File: config.mk
export PLATFORM = sky130hd
export DESIGN_NAME = fixed_point_adder
export DESIGN_NICKNAME = d
export VERILOG_FILES = /design/src/rtl/fixed_point_pkg.sv /design/src/rtl/fixed_point_add_core.sv /design/src/rtl/fixed_point_adder.sv
export SDC_FILE = /design/constraint.sdc
export NUM_CORES = 1
export LEC_CHECK = 0
export BUFFER_PORTS_ARGS = -buffer_cell sky130_fd_sc_hd__buf_2
export CORE_ASPECT_RATIO = 0.9
export CORE_UTILIZATION = 45
export CTS_BUF_LIST = sky130_fd_sc_hd__clkbuf_8
export CTS_CLUSTER_DIAMETER = 40
export DETAILED_ROUTE_END_ITERATION = 12
export PLACE_DENSITY = 0.71
export RECOVER_POWER = 50
export REMOVE_ABC_BUFFERS = 1
export SLEW_MARGIN = 0
export SYNTH_ARGS = -nofsm -noshare
export SYNTH_HDL_FRONTEND = slang
export SYNTH_SLANG_ARGS = --single-unit
File: constraint.sdc
create_clock -name clk -period 1.4 [get_ports clk]
set_input_delay 0.07 -clock clk [delete_from_list [all_inputs] [get_ports clk]]
set_output_delay 0.07 -clock clk [all_outputs]
set_load 0.02 [all_outputs]
File: src/rtl/fixed_point_pkg.sv
// Shared Q-format definitions for the ODE accelerator fixed-point datapath.
// Default format is Q5.10 in 16 bits; arithmetic is format-agnostic.
package fixed_point_pkg;

  localparam int FP_WIDTH     = 16;
  localparam int FP_FRAC_BITS = 10;

  localparam logic [FP_WIDTH-1:0] FP_MAX = 16'h7FFF;
  localparam logic [FP_WIDTH-1:0] FP_MIN = 16'h8000;

  typedef logic signed [FP_WIDTH-1:0] fp_t;

endpackage

File: src/rtl/fixed_point_add_core.sv
// Combinational two's-complement add/subtract with signed-overflow detection.
// Provides both the wrapped and the clamped result so callers pick a policy.
module fixed_point_add_core
  import fixed_point_pkg::*;
#(
  parameter int WIDTH = FP_WIDTH
) (
  input  logic [WIDTH-1:0] A,
  input  logic [WIDTH-1:0] B,
  input  logic             sub,
  output logic [WIDTH-1:0] sum_raw,
  output logic             overflow,
  output logic [WIDTH-1:0] sum_sat
);

  localparam logic [WIDTH-1:0] MAX_VAL = {1'b0, {(WIDTH-1){1'b1}}};
  localparam logic [WIDTH-1:0] MIN_VAL = {1'b1, {(WIDTH-1){1'b0}}};

  logic [WIDTH:0] a_ext;
  logic [WIDTH:0] b_ext;
  logic [WIDTH:0] b_eff;
  logic [WIDTH:0] sum_ext;

  // Negation is done at WIDTH+1 bits so that -MIN is representable (+2^(W-1))
  assign a_ext   = {A[WIDTH-1], A};
  assign b_ext   = {B[WIDTH-1], B};
  assign b_eff   = sub ? (~b_ext + (WIDTH+1)'(1)) : b_ext;
  assign sum_ext = a_ext + b_eff;

  assign sum_raw  = sum_ext[WIDTH-1:0];
  assign overflow = sum_ext[WIDTH] ^ sum_ext[WIDTH-1];

  always_comb begin
    sum_sat = sum_raw;
    if (overflow) begin
      sum_sat = sum_ext[WIDTH] ? MIN_VAL : MAX_VAL;
    end
  end

endmodule

File: src/rtl/fixed_point_adder.sv
// Registered fixed-point adder: one-cycle latency, one op per cycle,
// optional saturation, outputs hold their value while idle.
module fixed_point_adder
  import fixed_point_pkg::*;
#(
  parameter int WIDTH     = FP_WIDTH,
  parameter int FRAC_BITS = FP_FRAC_BITS,
  parameter int SATURATE  = 0
) (
  input  logic             clk,
  input  logic             rst_n,
  input  logic             in_valid,
  input  logic             sub,
  input  logic [WIDTH-1:0] A,
  input  logic [WIDTH-1:0] B,
  output logic [WIDTH-1:0] result,
  output logic             overflow_flag,
  output logic             out_valid
);

  logic [WIDTH-1:0] sum_raw;
  logic [WIDTH-1:0] sum_sat;
  logic [WIDTH-1:0] sum_sel;
  logic             ovf;

  // The binary point only matters to software; reject formats that cannot exist
  if (FRAC_BITS < 0 || FRAC_BITS >= WIDTH) begin : g_bad_format
    $error("fixed_point_adder: FRAC_BITS must lie in [0, WIDTH-1]");
  end

  fixed_point_add_core #(
    .WIDTH (WIDTH)
  ) u_core (
    .A        (A),
    .B        (B),
    .sub      (sub),
    .sum_raw  (sum_raw),
    .overflow (ovf),
    .sum_sat  (sum_sat)
  );

  if (SATURATE != 0) begin : g_sat
    assign sum_sel = sum_sat;
  end else begin : g_wrap
    assign sum_sel = sum_raw;
  end

  always_ff @(posedge clk or negedge rst_n) begin
    if (!rst_n) begin
      result        <= '0;
      overflow_flag <= 1'b0;
      out_valid     <= 1'b0;
    end else begin
      out_valid <= in_valid;
      if (in_valid) begin
        result        <= sum_sel;
        overflow_flag <= ovf;
      end
    end
  end

endmodule

After elaboration in Yosys (flattened, before gate mapping)

Index checks and enable logic that the tools add are counted.

Word-level logic and storage cells: 8
Input bits: 36
Flip-flop bits (word level): 18

Add/sub/neg operators: 2
Mux-type cells: 1
Bitwise logic cells: 2

Operator list:

| kind                                           | number |
|---|---|
| adder 17 x 1 -> 17 bit (second input constant) | 1 |
| adder 17 bit                                   | 1 |
| 2-to-1 mux 17 bit                              | 1 |
| NOT 17 bit                                     | 1 |
| XOR 1 bit                                      | 1 |

Longest topological paths before layout

Depth in word-level cells: 5
Mapped depth: 13

Cells and area by module

Synthesis repeated with hierarchy kept, for this count alone.

Cell total of the unflattened synthesis: 215
Area, all modules: 2,020.7 um^2

By module, submodules not included:

| module               | sequential area each (um^2) | cells an instance | area each (um^2) | times used |
|---|---|---|---|---|
| fixed_point_add_core | 0.0                         | 178               | 1,310.0          | 1 |
| fixed_point_adder    | 450.4                       | 37                | 710.7            | 1 |

Worst setup path after synthesis

Ideal clock, no wire load.

Path kind: input -> register
From: input port B[3]
To: register overflow_flag
Stages: 12
Setup slack: -1,442 ps
Buffers on the path: 0
Data required time: 1,318 ps
Arrival: 2,760 ps
Cells stage by stage: nor3_2 > nand3_1 > or2_2 > o41ai_1 > xnor2_1 > ha_1 > and2_1 > a221o_1 > a31oi_1 > o221ai_1 > a211o_1 > a31oi_1

Longest elaborated chain between the ends: 5

Ends and longest elaborated chain:

| item                   | line                       | source |
|---|---|---|
| start: declaration     | fixed_point_adder.sv:15    | `input logic [WIDTH-1:0] B,` |
| NOT 17 bit             | fixed_point_add_core.sv:27 | `assign b_eff = sub ? (~b_ext + (WIDTH+1)'(1)) : b_ext;` |
| adder 17 x 1 -> 17 bit | fixed_point_add_core.sv:27 |  |
| 2-to-1 mux 17 bit (*)  | fixed_point_add_core.sv:27 |  |
| adder 17 bit (*)       | fixed_point_add_core.sv:28 | `assign sum_ext = a_ext + b_eff;` |
| XOR 1 bit (*)          | fixed_point_add_core.sv:31 | `assign overflow = sum_ext[WIDTH] ^ sum_ext[WIDTH-1];` |
| end signal: assignment | fixed_point_adder.sv:57    | `overflow_flag <= ovf;` |
| end: declaration       | fixed_point_adder.sv:17    | `output logic overflow_flag,` |

Every way passes the cells marked *; elsewhere a longest branch is shown, timed or not.
A chain may end at the register's enable or synchronous reset.

Worst setup path in the final report

From: input port B[0]
To: register overflow_flag

The elaborated chain is that of the path after synthesis.

==> run_results.csv <==
group,metric,value,unit
status,outcome,"finished, violations left",
status,failed_checks,"negative setup slack",
floorplan,initial_core_util,0.475,
finish,nets,391,
global_route,overflow,0,
timing,fmax,363,MHz
synthesis,synth_mux_area_frac,0.0699,
timing,whs,0.152,ns
floorplan,coreArea,3730,µm²
placed_design,place_congestion,0.869,
synthesis,synthAdderAreaFrac,0.138,
floorplan,die_x,68.1,µm
power_and_ir_drop,powerDensity,980,nW/µm²
floorplan,dieArea,4190,µm²
worst_setup_path,r2r-end,"result[13]",
worst_setup_path,reg2reg_depth,2,
global_route,grt_usage,0.280,
timing,setup_viol,15,
clock_network,clkLatencyLatePin,0.25,ns
power_and_ir_drop,p_switching,0.00130,W
timing,worstMarginPinSlew,1.01,ns
drt,vias,2221,
power_and_ir_drop,p_int,0.00194,W
worst_setup_path,crit_path_start_kind,"input port",
drt,drc_errors,0,
global_route,grt_pass1_vias,2107,
global_route,grt_max_degree,20,
power_and_ir_drop,comb_power_share,0.633,
drt,ant_nets,0,
finish,fill_cells,164,
timing,finalHoldViolations,0,
drt,vias_per_cell,5.83,
drt,wl,7130,µm
clock_network,clk_transition_reported_paths,0.07,ns
floorplan,ios,54,
synthesis,yosys_warnings,0,
global_route,grt_first_pass_wirelength,8860,µm
synthesis,synth-xor-area-share,0.129,
worst_setup_path,arrival,2.92,ns
synthesis,syn_area_per_cell,9.04,µm²
worst_setup_path,cp_max_fo,4,
synthesis,synth_edf_count,0,
worst_setup_path,crit_type,"in -> reg",
finish,layout-drive-gt1-share,0.636,
worst_setup_path,r2r_slack,0.49,ns
power_and_ir_drop,p_sw_frac,0.400,
placed_design,post-dp-hpwl,3810,µm
floorplan,rows,21,
synthesis,synth_cells,196,
synthesis,yosys.area_share.simple,0.164,
synthesis,netlist_area,1770,µm²
clock_network,cts_buffers,3,
timing,period_needed,2.75,ns
hold_path,min_path_type,"in -> reg",
placed_design,numPortBuffers,53,
synthesis,synth-main-ff-cell,"dfrtp_1",
floorplan,die-height,61.5,µm
clock_network,cts_tree,"yes",
worst_setup_path,end_kind,"flop",
power_and_ir_drop,power_frac_clock,0.133,
worst_setup_path,cp.required,1.57,ns
placed_design,dpl.cell_count,353,
power_and_ir_drop,seq_power_share,0.234,
clock_network,clock-sinks,18,
synthesis,synth_top_family_by_area,"compound AO/OA/AOI/OAI gates",
drt,drtIter0Drc,126,
drt,routedWlPerCell,18.7,µm
worst_setup_path,r2r_start,"result[13]",
worst_setup_path,crit_path_start,"B[0]",
worst_setup_path,crit_end,"overflow_flag",
power_and_ir_drop,leakagePower,1.53,nW
clock_network,htreeDepth,1,
finish,diodes,0,
timing,post-route-period-util,1.97,
synthesis,synth-seq-cells,18,
timing,setup_tns,-12.89,ns
synthesis,async_reset_ff_frac,1.00,
timing,rsz0062_at_grt,"yes",
timing,final-max-slew-violation-count,0,
power_and_ir_drop,ir_drop,0.000795,V
drt,dr.pass1.iters,4,
clock_network,root_buffer,"clkbuf_8",
global_route,antenna_found_initial,0,
timing,slew_headroom,0.327,
timing,fin_worst_skew,0,ns
finish,area_growth,86.7,%
synthesis,synth_cell_types,45,
synthesis,yosysSeqAreaShare,0.254,
clock_network,clockBufferDepth,2,
timing,setup_slack,-1.35,ns
finish,fin_cells,381,
flow_run,max_cap_viol_count,0,
synthesis,synth_compound_area_frac,0.227,
[cells in the final DEF (no fill, tap or decap), types with 4 or more instances in the layout]
cell,instances
xnor2_1,18
nor2_2,4
buf_2,46
nand3_1,4
buf_8,4
buf_6,21
ha_1,14
o21ai_2,5
buf_4,66
mux2_2,7
nor2_1,4
a21oi_4,4
nand2_1,11
ha_4,4
a21o_1,7
nand2_2,4
a21oi_1,7
o211ai_1,5
xor2_1,5
dfrtp_1,18
clkbuf_8,4
mux2_4,4
[routing by layer]
layer | wire (µm) | up-vias | GRT usage
met3 | 394 | 30 | 0.0500
met2 | 3760 | 106 | 0.571
li1 | - | 1012 | -
met1 | 2700 | 1073 | 0.291
met4 | 269 | 0 | 0.0655
met5 | 0 | - | 0
[timing repair]
item,in CTS,in global routing
gates cloned,0,0
setup buffers,11,12
pin swaps,35,30
hold buffers,1,0
endpoints found under the setup margin,15,15
resized for setup,78,40
endpoints found under the hold margin,18,0
[through the flow]
stage / total power [W] / instance area, µm² / utilization / setup WS (ns)
after floorplan: 0.00160 / 1750 / - / -1.44
after CTS: 0.00294 / 3030 / 0.812 / -1.18
after detailed placement: 0.00227 / 2550 / 0.683 / -1.64
final: 0.00324 / 3310 / 0.887 / -1.35
after global placement: 0.00223 / 2550 / 0.683 / -1.59
after global routing: 0.00341 / 3310 / 0.887 / -1.46
[flip-flops by register name (all words and copies together) (netlist names)]
signal,flops
out_valid,1
overflow_flag,1
result,16
[cell families after synthesis]
kind of cell	after synthesis
xor gates and xnor gates	26
AOI/OAI and AO/OA	59
muxes	11
adders and majority gates	19
and+or+nand+nor	55
DFF	18
buffers and inverters	8
[worst min path at each step]
stage	startpoint	end	slack, ns	depth (start not counted)
6_report	in_valid	out_valid	0.15	1
5_1_grt	in_valid	out_valid	0.15	1
4_1_cts	in_valid	out_valid	0.14	1
3_5_place_dp	rst_n	out_valid	0.02	1
3_3_place_gp	rst_n	result[2]	0.01	1
2_1_floorplan	rst_n	out_valid	-0.23	0
[worst max-delay path, cell delays in order]
cell and delay [ns]:
buf_8 0.10, inv_4 0.05, ha_4 0.13, nor4b_4 0.24, nand2_2 0.16, buf_4 0.16
nand2_2 0.06, xnor2_1 0.06, ha_1 0.35, buf_4 0.17, a21oi_1 0.31, o21ai_2 0.14
a31oi_1 0.26, a21boi_1 0.16, a211o_1 0.31, a31oi_1 0.19
[power groups by stage]
stage	combinational (W)	clock (W)	sequential, W
final	0.00205	0.000430	0.000758
after global routing	0.00218	0.000457	0.000776
after CTS	0.00176	0.000426	0.000750
after detailed placement	0.00152	0	0.000759
after global placement	0.00148	0	0.000752
after floorplan	0.000648	0	0.000954
[cells in the mapped netlist, drive strengths merged, types with 5 or more instances]
| cell | count | area, µm² |
|---|---|---|
| mux2 | 11 | 124 |
| dfrtp | 18 | 450 |
| nand2 | 16 | 60.1 |
| o211ai | 5 | 37.5 |
| xor2 | 6 | 52.6 |
| ha | 18 | 225 |
| nor2 | 10 | 37.5 |
| a21o | 7 | 52.6 |
| o21ai | 10 | 53.8 |
| xnor2 | 20 | 175 |
| a21oi | 14 | 70.1 |
| nand3 | 6 | 30.0 |
[final cells by class]
| cell class | instances | area, µm² | share of cell area |
|---|---|---|---|
| clock buffers | 4 | 55.1 | 0.0166 |
| inverters | 3 | 18.8 | 0.00567 |
| multi-input cells | 170 | 1680 | 0.509 |
| flip-flops and latches | 18 | 450 | 0.136 |
| repair buffers | 140 | 1040 | 0.315 |
| well taps | 46 | 57.6 | 0.0174 |
Note: power is estimated with default switching activity, not from simulation.
